`config.mk`:
```
export PLATFORM = sky130hd
export DESIGN_NAME = cache_way_ctrl
export DESIGN_NICKNAME = d
export VERILOG_FILES = /design/src/rtl/cache_pkg.sv /design/src/rtl/cache_addr_decode.sv /design/src/rtl/cache_way_ctrl.sv
export SDC_FILE = /design/constraint.sdc
export NUM_CORES = 1
export LEC_CHECK = 0
export BUFFER_PORTS_ARGS = -buffer_cell sky130_fd_sc_hd__buf_2
export CAP_MARGIN = 20
export CELL_PAD_IN_SITES_DETAIL_PLACEMENT = 1
export CELL_PAD_IN_SITES_GLOBAL_PLACEMENT = 1
export CORE_ASPECT_RATIO = 1.5
export CORE_MARGIN = 2
export CORE_UTILIZATION = 39
export CTS_CLUSTER_DIAMETER = 50
export DETAILED_ROUTE_END_ITERATION = 8
export PLACE_DENSITY = 0.91
export SYNTH_ARGS = -nofsm -noshare
export SYNTH_HDL_FRONTEND = slang
export SYNTH_SLANG_ARGS = --single-unit
```
`constraint.sdc`:
```
create_clock -name clk -period 4.2 [get_ports clk]
set_input_delay 0.84 -clock clk [delete_from_list [all_inputs] [get_ports clk]]
set_output_delay 0.84 -clock clk [all_outputs]
set_load 0.03 [all_outputs]
```
`src/rtl/cache_pkg.sv`:
```
// Shared types and width helpers for the cache set/way controller.
package cache_pkg;

  typedef enum logic [1:0] {
    ST_RUN   = 2'd0,
    ST_DRAIN = 2'd1,
    ST_FLUSH = 2'd2
  } way_state_e;

  function automatic int unsigned calc_tag_w(int unsigned addr_w, int unsigned offset_w,
                                             int unsigned base_index_w);
    return addr_w - offset_w - base_index_w;
  endfunction

  function automatic int unsigned calc_mode_w(int unsigned log2_ways);
    return $clog2(log2_ways + 1);
  endfunction

  // Mode m selects 2^m ways, so it cannot exceed log2 of the physical way count.
  function automatic logic mode_legal(int unsigned mode, int unsigned log2_ways);
    return mode <= log2_ways;
  endfunction

endpackage

```
`src/rtl/cache_addr_decode.sv`:
```
// Combinational address split and way-enable mask for a given associativity mode.
module cache_addr_decode
  import cache_pkg::*;
#(
  parameter int unsigned ADDR_W       = 32,
  parameter int unsigned OFFSET_W     = 4,
  parameter int unsigned BASE_INDEX_W = 9,
  parameter int unsigned WAYS         = 8,
  localparam int unsigned LOG2_WAYS   = $clog2(WAYS),
  localparam int unsigned INDEX_W     = BASE_INDEX_W + LOG2_WAYS,
  localparam int unsigned TAG_W       = calc_tag_w(ADDR_W, OFFSET_W, BASE_INDEX_W),
  localparam int unsigned MODE_W      = calc_mode_w(LOG2_WAYS)
) (
  input  logic [ADDR_W-1:0]   addr,
  input  logic [MODE_W-1:0]   mode,
  output logic [TAG_W-1:0]    tag,
  output logic [INDEX_W-1:0]  index,
  output logic [OFFSET_W-1:0] offset,
  output logic [WAYS-1:0]     way_en
);

  logic [INDEX_W-1:0] index_full;

  // Each extra associativity bit moves one index bit into the tag.
  always_comb begin
    index_full = INDEX_W'(addr >> OFFSET_W);
    index      = index_full & ({INDEX_W{1'b1}} >> mode);
    tag        = TAG_W'(addr >> (OFFSET_W + INDEX_W - 32'(mode)));
    offset     = addr[OFFSET_W-1:0];
    way_en     = ~({WAYS{1'b1}} >> (32'd1 << mode));
  end

endmodule

```
`src/rtl/cache_way_ctrl.sv`:
```
// Cache set/way controller: registered address decode, round-robin victim,
// and drain/flush sequencing for runtime associativity changes.
module cache_way_ctrl
  import cache_pkg::*;
#(
  parameter int unsigned ADDR_W       = 32,
  parameter int unsigned OFFSET_W     = 4,
  parameter int unsigned BASE_INDEX_W = 9,
  parameter int unsigned WAYS         = 8,
  localparam int unsigned LOG2_WAYS   = $clog2(WAYS),
  localparam int unsigned INDEX_W     = BASE_INDEX_W + LOG2_WAYS,
  localparam int unsigned TAG_W       = calc_tag_w(ADDR_W, OFFSET_W, BASE_INDEX_W),
  localparam int unsigned MODE_W      = calc_mode_w(LOG2_WAYS)
) (
  input  logic                 clk,
  input  logic                 reset,
  input  logic                 req_valid,
  output logic                 req_ready,
  input  logic [ADDR_W-1:0]    req_addr,
  output logic                 out_valid,
  input  logic                 out_ready,
  output logic [TAG_W-1:0]     out_tag,
  output logic [INDEX_W-1:0]   out_index,
  output logic [OFFSET_W-1:0]  out_offset,
  output logic [WAYS-1:0]      out_way_en,
  output logic [LOG2_WAYS-1:0] out_victim,
  input  logic                 mode_req_valid,
  input  logic [MODE_W-1:0]    mode_req,
  output logic                 mode_ack,
  output logic                 mode_err,
  output logic                 flush_req,
  input  logic                 flush_done,
  output logic [MODE_W-1:0]    cur_mode
);

  way_state_e           state;
  logic [MODE_W-1:0]    pend_mode;
  logic [LOG2_WAYS-1:0] vic_cnt;
  logic [LOG2_WAYS-1:0] vic_max;
  logic [LOG2_WAYS-1:0] vic_next;
  logic                 accept;
  logic [TAG_W-1:0]     dec_tag;
  logic [INDEX_W-1:0]   dec_index;
  logic [OFFSET_W-1:0]  dec_offset;
  logic [WAYS-1:0]      dec_way_en;

  cache_addr_decode #(
    .ADDR_W       (ADDR_W),
    .OFFSET_W     (OFFSET_W),
    .BASE_INDEX_W (BASE_INDEX_W),
    .WAYS         (WAYS)
  ) u_decode (
    .addr   (req_addr),
    .mode   (cur_mode),
    .tag    (dec_tag),
    .index  (dec_index),
    .offset (dec_offset),
    .way_en (dec_way_en)
  );

  assign req_ready = (state == ST_RUN) && (!out_valid || out_ready);
  assign accept    = req_valid && req_ready;
  assign vic_max   = LOG2_WAYS'((32'd1 << cur_mode) - 32'd1);
  assign vic_next  = (vic_cnt == vic_max) ? '0 : vic_cnt + LOG2_WAYS'(1);

  always_ff @(posedge clk) begin
    if (!reset) begin
      state      <= ST_RUN;
      pend_mode  <= '0;
      cur_mode   <= '0;
      vic_cnt    <= '0;
      out_valid  <= 1'b0;
      out_tag    <= '0;
      out_index  <= '0;
      out_offset <= '0;
      out_way_en <= '0;
      out_victim <= '0;
      flush_req  <= 1'b0;
      mode_ack   <= 1'b0;
      mode_err   <= 1'b0;
    end else begin
      mode_ack <= 1'b0;
      mode_err <= 1'b0;

      if (accept) begin
        out_valid  <= 1'b1;
        out_tag    <= dec_tag;
        out_index  <= dec_index;
        out_offset <= dec_offset;
        out_way_en <= dec_way_en;
        out_victim <= vic_cnt;
        vic_cnt    <= vic_next;
      end else if (out_ready) begin
        out_valid <= 1'b0;
      end

      // The request stays asserted through its ack/err pulse, so skip that cycle.
      case (state)
        ST_RUN: begin
          if (mode_req_valid && !mode_ack && !mode_err) begin
            if (!mode_legal(32'(mode_req), LOG2_WAYS)) begin
              mode_err <= 1'b1;
            end else if (mode_req == cur_mode) begin
              mode_ack <= 1'b1;
            end else begin
              pend_mode <= mode_req;
              state     <= ST_DRAIN;
            end
          end
        end
        ST_DRAIN: begin
          if (!out_valid) begin
            flush_req <= 1'b1;
            state     <= ST_FLUSH;
          end
        end
        ST_FLUSH: begin
          if (flush_done) begin
            cur_mode  <= pend_mode;
            vic_cnt   <= '0;
            flush_req <= 1'b0;
            mode_ack  <= 1'b1;
            state     <= ST_RUN;
          end
        end
        default: state <= ST_RUN;
      endcase
    end
  end

endmodule

```
==> flow_summary.yaml, run 1 <==
pwr:
  power_mw: 1.13
  swShare_pct: 32.2
  switchingPower_uw: 363
  irDropWorstVdd_mv: 0.154
  clockPowerShare_pct: 25.9
  power.density_mw_per_mm2: 343
  power.internal_uw: 764
  p_seq_share_pct: 50.5
  p_comb_share_pct: 23.6
  p_leak_nw: 1.48
sta:
  finalCriticalPeriod_ns: 2.70
  rsz0062_at_grt: "no"
  slew_viol_final: 0
  fin_skew_ns: 0.00696
  hold_viol_final: 0
  worstMarginPinSlew_ns: 0.966
  maxSlewHeadroom_pct: 35.6
  setup_viol: 0
  hold_slack_ns: 0.454
  timing.setup.tns_ns: 0
  timing.final.ws_setup_ns: 1.50
  clock.fmax_mhz: 370
  period_share_pct: 64.3
clock_tree:
  htreeDepth: 2
  cts_max_path_buffers: 2
  cts_tree: "yes"
  insertion_delay_ns: 0.31
  cts.clk_slew.worst_paths_ns: 0.09
  cts_root_buf: "clkbuf_8"
  cts_setup_buffers: 0
  clkSinkCount: 54
  postCtsHoldBufs: 0
  cts_buffers: 5
  cts_resized: 0
placed_design:
  dp.cells: 460
  io_buffers: 91
  placed_area_sq_mm: 0.00320
  gp_congestion: 0.830
  hpwl_um: 5650
  dp_slack_ns: 1.43
global_routing:
  antenna_found_initial: 0
  grt_pass1_wl_um: 12200
  overflow: 0
  grt_pass1_vias: 2599
  grt_use_total_pct: 20.1
  grt_start_max_net_pins: 49
min_path:
  min_path_type: "reg -> reg"
  hold_start: "out_offset[0]"
  whs_path_depth: 2
  min_to: "out_offset[0]"
cells_and_area:
  fin_util_pct: 47.9
  final_area_sq_mm: 0.00328
  filler_cell_count: 853
  layout.cells.non_filler: 466
  n_antenna_cell: 0
  area_growth_pct: 19.5
  nNetsFinal: 436
  drive_gt1_share_pct: 32.5
synthesis:
  ys_warn_count: 0
  synth_nets: 362
  syn_inst: 315
  synth_seq_cells: 54
  syn-cell-area_sq_mm: 0.00275
  synthDistinctLibCells: 37
  synth_area_leaders: "dfxtp_1 39%, mux4_2 9.8%, nand2_1 7.2%"
  synth-seq-area-share_pct: 39.3
  yosysTopAreaCellShare_pct: 39.3
  post_synth.cell_area_avg_sq_um: 8.72
  synth_top_cell_by_area: "dfxtp_1"
route:
  postRouteAntennaNets: 0
  vias_per_cell: 5.42
  vias: 2528
  drt_first_pass_iters: 4
  drt-total-wl_um: 7430
  wire_per_inst_um: 15.9
  route.detailed.drc: 0
  drt_iter0_drc: 83
critical_path:
  critical_path_buf_inv_count: 1
  reg2reg_from: "cur_mode[1]"
  cpPeakStageDelay_ns: 0.86
  crit_required_ns: 4.41
  path_cells: "inv_1 -> ha_1 -> mux2_2 -> mux4_2 -> nor2_1 -> nor2_1"
  rr_endpoint: "out_tag[3]"
  cp_common_cell: "nor2_1"
  start_kind: "flop"
  crit_type: "reg -> reg"
  end_kind: "flop"
  slowest_stage: "ha_1"
  critPathMaxFanout: 23
  crit_family: "multiplexers"
  r2r_cells: 6
  arrival_ns: 2.91
  rrSetupSlack_ns: 1.50
floorplan:
  core_area_sq_mm: 0.00685
  ios: 93
  die_h_um: 107
  dieWidth_um: 72.5
  die-area_sq_mm: 0.00775
  fp-row-count: 37
  initial_utilization_pct: 40.1
run:
  max_cap_violations: 0
run_status:
  status: "finished, final reports clean"
==> worst max-delay path by stage <==
stage,start,to,slack [ns],cells after the start
floorplan,cur_mode[0],out_tag[15],1.25,10
CTS,cur_mode[1],out_tag[3],1.50,6
global route,cur_mode[1],out_tag[3],1.30,6
detailed placement,out_ready,out_tag[18],1.43,6
global placement,out_ready,out_tag[18],1.52,6
finish,cur_mode[1],out_tag[3],1.50,6
==> worst register-to-register path, delay by kind of cell, from the launching register on <==
family / cells / cell delay [ns]
adder cells (fa/ha/maj): 1 / 0.86
AND/OR/NAND/NOR: 2 / 0.20
flip-flops: 1 / 0.47
multiplexers: 2 / 0.94
buffers and inverters: 1 / 0.14
==> power groups by stage <==
stage          combinational, mW  sequential, mW  clock (mW)
2_1_floorplan              0.117           0.643           0
3_3_place_gp               0.261           0.580           0
3_5_place_dp               0.268           0.581           0
4_1_cts                    0.269           0.570       0.299
5_1_grt                    0.290           0.574       0.314
6_report                   0.266           0.569       0.292
==> sequential cells by signal (all words and copies together) (netlist names) <==
signal	count
out_tag	19
out_index	12
out_offset	4
out_way_en	4
out_victim	3
vic_cnt	3
cur_mode	2
pend_mode	2
state	2
flush_req	1
mode_ack	1
out_valid	1
==> placed cells by master (no fill, tap or decap), types with 3 or more instances in the layout <==
master	n
a21oi_1	32
clkbuf_8	6
mux4_2	12
o21ai_0	23
nand2_1	53
mux2i_1	9
buf_4	3
ha_1	7
buf_2	91
o311ai_0	3
inv_1	4
nor2_1	37
dfxtp_1	54
nand3b_1	5
xor2_1	3
mux2_2	12
nor3_1	3
nor2b_1	4
a211oi_1	3
o211a_1	3
a31oi_1	3
==> final cells by class <==
cell class	count	area [sq um]	area share, %
Inverter	5	18.8	0.571
Timing Repair Buffer	94	478	14.6
Multi-Input combinational cell	229	1530	46.5
Sequential cell	54	1080	32.9
Clock buffer	6	82.6	2.51
Tap cell	78	97.6	2.97
==> logic make-up after synthesis <==
group	count (synthesis)	share of synthesized area [%]
simple gates	114	18.2
compound gates	70	14.5
fa+ha+maj	7	3.19
xor+xnor	4	1.28
buf+inv	32	5.33
mux	33	18.0
flops	54	39.3
other cells	1	0.136
==> routing by layer <==
layer | share of wire (%) | track usage [%] | up-vias
met1 | 38 | 21.8 | 1205
li1 | - | - | 1235
met3 | 3.8 | 3.01 | 19
met4 | 3.2 | 10.3 | 0
met5 | 0 | 0 | -
met2 | 55 | 36.6 | 69
==> cell usage after synthesis <==
master and n:
nor2_1 37, buf_1 4, inv_1 4, nor4b_1 1
or2_4 1, or4_1 1, o2111ai_1 1, clkinv_1 1
a21oi_1 32, nand3b_1 5, nor2b_1 4, clkbuf_1 12
mux2i_1 9, buf_4 5, nand2_1 53, dfxtp_1 54
nor3_2 1, a211oi_1 3, o211ai_1 1, mux2_2 12
nor3_1 3, nor3b_1 2, o311ai_0 3, mux4_2 12
a311oi_1 1, buf_2 6, nor4_1 1, xnor2_1 1
conb_1 1, a31oi_1 3, xor2_1 3, nand2b_1 1
or3_1 2, o211a_1 3, nand3_1 2, ha_1 7
o21ai_0 23
Power figures use the tool's default switching activity.
==> run 2, diff against run 1 <==
--- a/config.mk
+++ b/config.mk
@@ -11,10 +11,10 @@
 export CELL_PAD_IN_SITES_GLOBAL_PLACEMENT = 1
 export CORE_ASPECT_RATIO = 1.5
 export CORE_MARGIN = 2
-export CORE_UTILIZATION = 39
+export CORE_UTILIZATION = 36
 export CTS_CLUSTER_DIAMETER = 50
 export DETAILED_ROUTE_END_ITERATION = 8
-export PLACE_DENSITY = 0.91
+export PLACE_DENSITY = 0.86
 export SYNTH_ARGS = -nofsm -noshare
 export SYNTH_HDL_FRONTEND = slang
 export SYNTH_SLANG_ARGS = --single-unit
==> constraint.sdc (replaced) <==
create_clock -name clk -period 2.55 [get_ports clk]
set_input_delay 0.51 -clock clk [delete_from_list [all_inputs] [get_ports clk]]
set_output_delay 0.51 -clock clk [all_outputs]
set_load 0.03 [all_outputs]
==> run 2 against run 1 <==
- first-iteration DRC count up 46%
- die area up 7.9%
- flip-flop and latch count unchanged
==> flow_summary.yaml, run 2 (synthesis gave the netlist of run 1 again) <==
run_status:
  status: "finished, final reports clean"
pwr:
  power.internal_mw: 1.48
  p_seq_share_pct: 44.2
  p_comb_share_pct: 21.4
  power.density_mw_per_mm2: 613
  p_leak_nw: 1.55
  irDropWorstVdd_mv: 0.276
  power_mw: 2.12
  swShare_pct: 30.1
  switchingPower_uw: 639
  clockPowerShare_pct: 34.4
route:
  drt-total-wl_um: 7890
  route.detailed.drc: 0
  vias: 2568
  wire_per_inst_um: 15.8
  postRouteAntennaNets: 0
  drt_iter0_drc: 121
  drt_first_pass_iters: 4
  vias_per_cell: 5.15
critical_path:
  r2r_cells: 6
  crit_type: "reg -> reg"
  rr_endpoint: "out_tag[3]"
  reg2reg_from: "cur_mode[0]"
  crit_path_end: "out_tag[3]"
  start_kind: "flop"
  crit_start: "cur_mode[0]"
  arrival_ns: 2.38
  critPathMaxFanout: 23
  end_kind: "flop"
  crit_required_ns: 2.73
  rrSetupSlack_ns: 0.35
sta:
  fin_skew_ns: 0.00679
  hold_viol_final: 0
  hold_slack_ns: 0.451
  clock.fmax_mhz: 454
  timing.setup.tns_ns: 0
  maxSlewHeadroom_pct: 58.4
  worstMarginPinSlew_ns: 0.622
  timing.final.ws_setup_ns: 0.348
  rsz0062_at_grt: "no"
  finalCriticalPeriod_ns: 2.20
  period_share_pct: 86.3
  slew_viol_final: 0
  setup_viol: 0
placed_design:
  dp.cells: 491
  dp_slack_ns: 0.380
  hpwl_um: 5930
  gp_congestion: 0.854
  io_buffers: 91
  placed_area_sq_mm: 0.00330
floorplan:
  initial_utilization_pct: 36.6
  core_area_sq_mm: 0.00751
  ios: 93
  fp-row-count: 39
  die-area_sq_mm: 0.00836
  die_h_um: 111
  dieWidth_um: 75.3
cells_and_area:
  nNetsFinal: 443
  n_antenna_cell: 0
  fin_util_pct: 46.0
  top_register: "out_tag"
  reg.largest.list: "out_tag x19, out_index x12"
  seq_area_sq_mm: 0.00108
  multi_input_area_sq_mm: 0.00154
  layout_commonest_cell: "buf_2"
  area_growth_pct: 25.9
  filler_cell_count: 932
  final_area_sq_mm: 0.00346
  largest_reg_flops: 19
  drive_gt1_share_pct: 34.0
  final_cell_mix: "91 x buf_2, 53 x nand2_1, 53 x dfxtp_1"
  layout.cells.non_filler: 499
clock_tree:
  cts_resized: 0
  htreeDepth: 2
  clkSinkCount: 54
  cts_setup_buffers: 0
  cts_max_path_buffers: 2
  cts.clk_slew.worst_paths_ns: 0.07
  cts_buffers: 5
  postCtsHoldBufs: 0
  cts_root_buf: "clkbuf_16"
  insertion_delay_ns: 0.30
  cts_tree: "yes"
global_routing:
  grt_pass1_vias: 2692
  overflow: 0
  grt_start_max_net_pins: 31
  grt_pass1_wl_um: 12800
  grt_use_total_pct: 19.7
  antenna_found_initial: 0
min_path:
  min_path_type: "reg -> reg"
run:
  max_cap_violations: 0
==> run 2: cell count changes in the layout (fill, tap and decap cells not counted), moves of 2 or more <==
cell / delta
clkbuf_8: -6
clkbuf_16: +6
clkbuf_1: +2
buf_4: +7
==> run 2: routing by layer <==
| metal | global-route usage (%) | part of all wire [%] |
|---|---|---|
| met1 | 21.9 | 39 |
| met2 | 35.0 | 54 |
| met3 | 2.82 | 3.5 |
| met4 | 9.47 | 3.7 |
| met5 | 0 | 0 |
==> run 2: layout make-up <==
class / count / area share, %
multi-input combinational: 229 / 44.5
sequential: 54 / 31.4
timing repair buffer: 101 / 15.3
clock buffer: 8 / 4.56
tap: 102 / 3.69
inverter: 5 / 0.543
==> run 2: how the worst min path moves through the flow <==
stage                  startpoint            end  slack [ns]  depth (start not counted)
floorplan            pend_mode[0]    cur_mode[0]        0.42                          2
global placement      out_tag[18]    out_tag[18]        0.44                          2
detailed placement   out_index[5]   out_index[5]        0.45                          2
CTS                  req_addr[10]   out_index[6]        0.45                          3
global route          req_addr[0]  out_offset[0]        0.45                          3
finish              out_victim[1]  out_victim[1]        0.45                          2
==> run 2: power groups by stage <==
stage,clock [mW],combinational (mW),sequential [mW]
2_1_floorplan,0,0.193,1.06
3_3_place_gp,0,0.446,0.954
3_5_place_dp,0,0.457,0.956
4_1_cts,0.752,0.460,0.938
5_1_grt,0.784,0.494,0.944
6_report,0.729,0.454,0.937
==> run 2: worst max-delay path, cell delays in order, from the launching register on <==
cell and delay (ns):
dfxtp_4 0.34, inv_1 0.16, ha_4 0.51, mux2_2 0.41
mux4_2 0.49, nor2_1 0.12, nor2_1 0.06
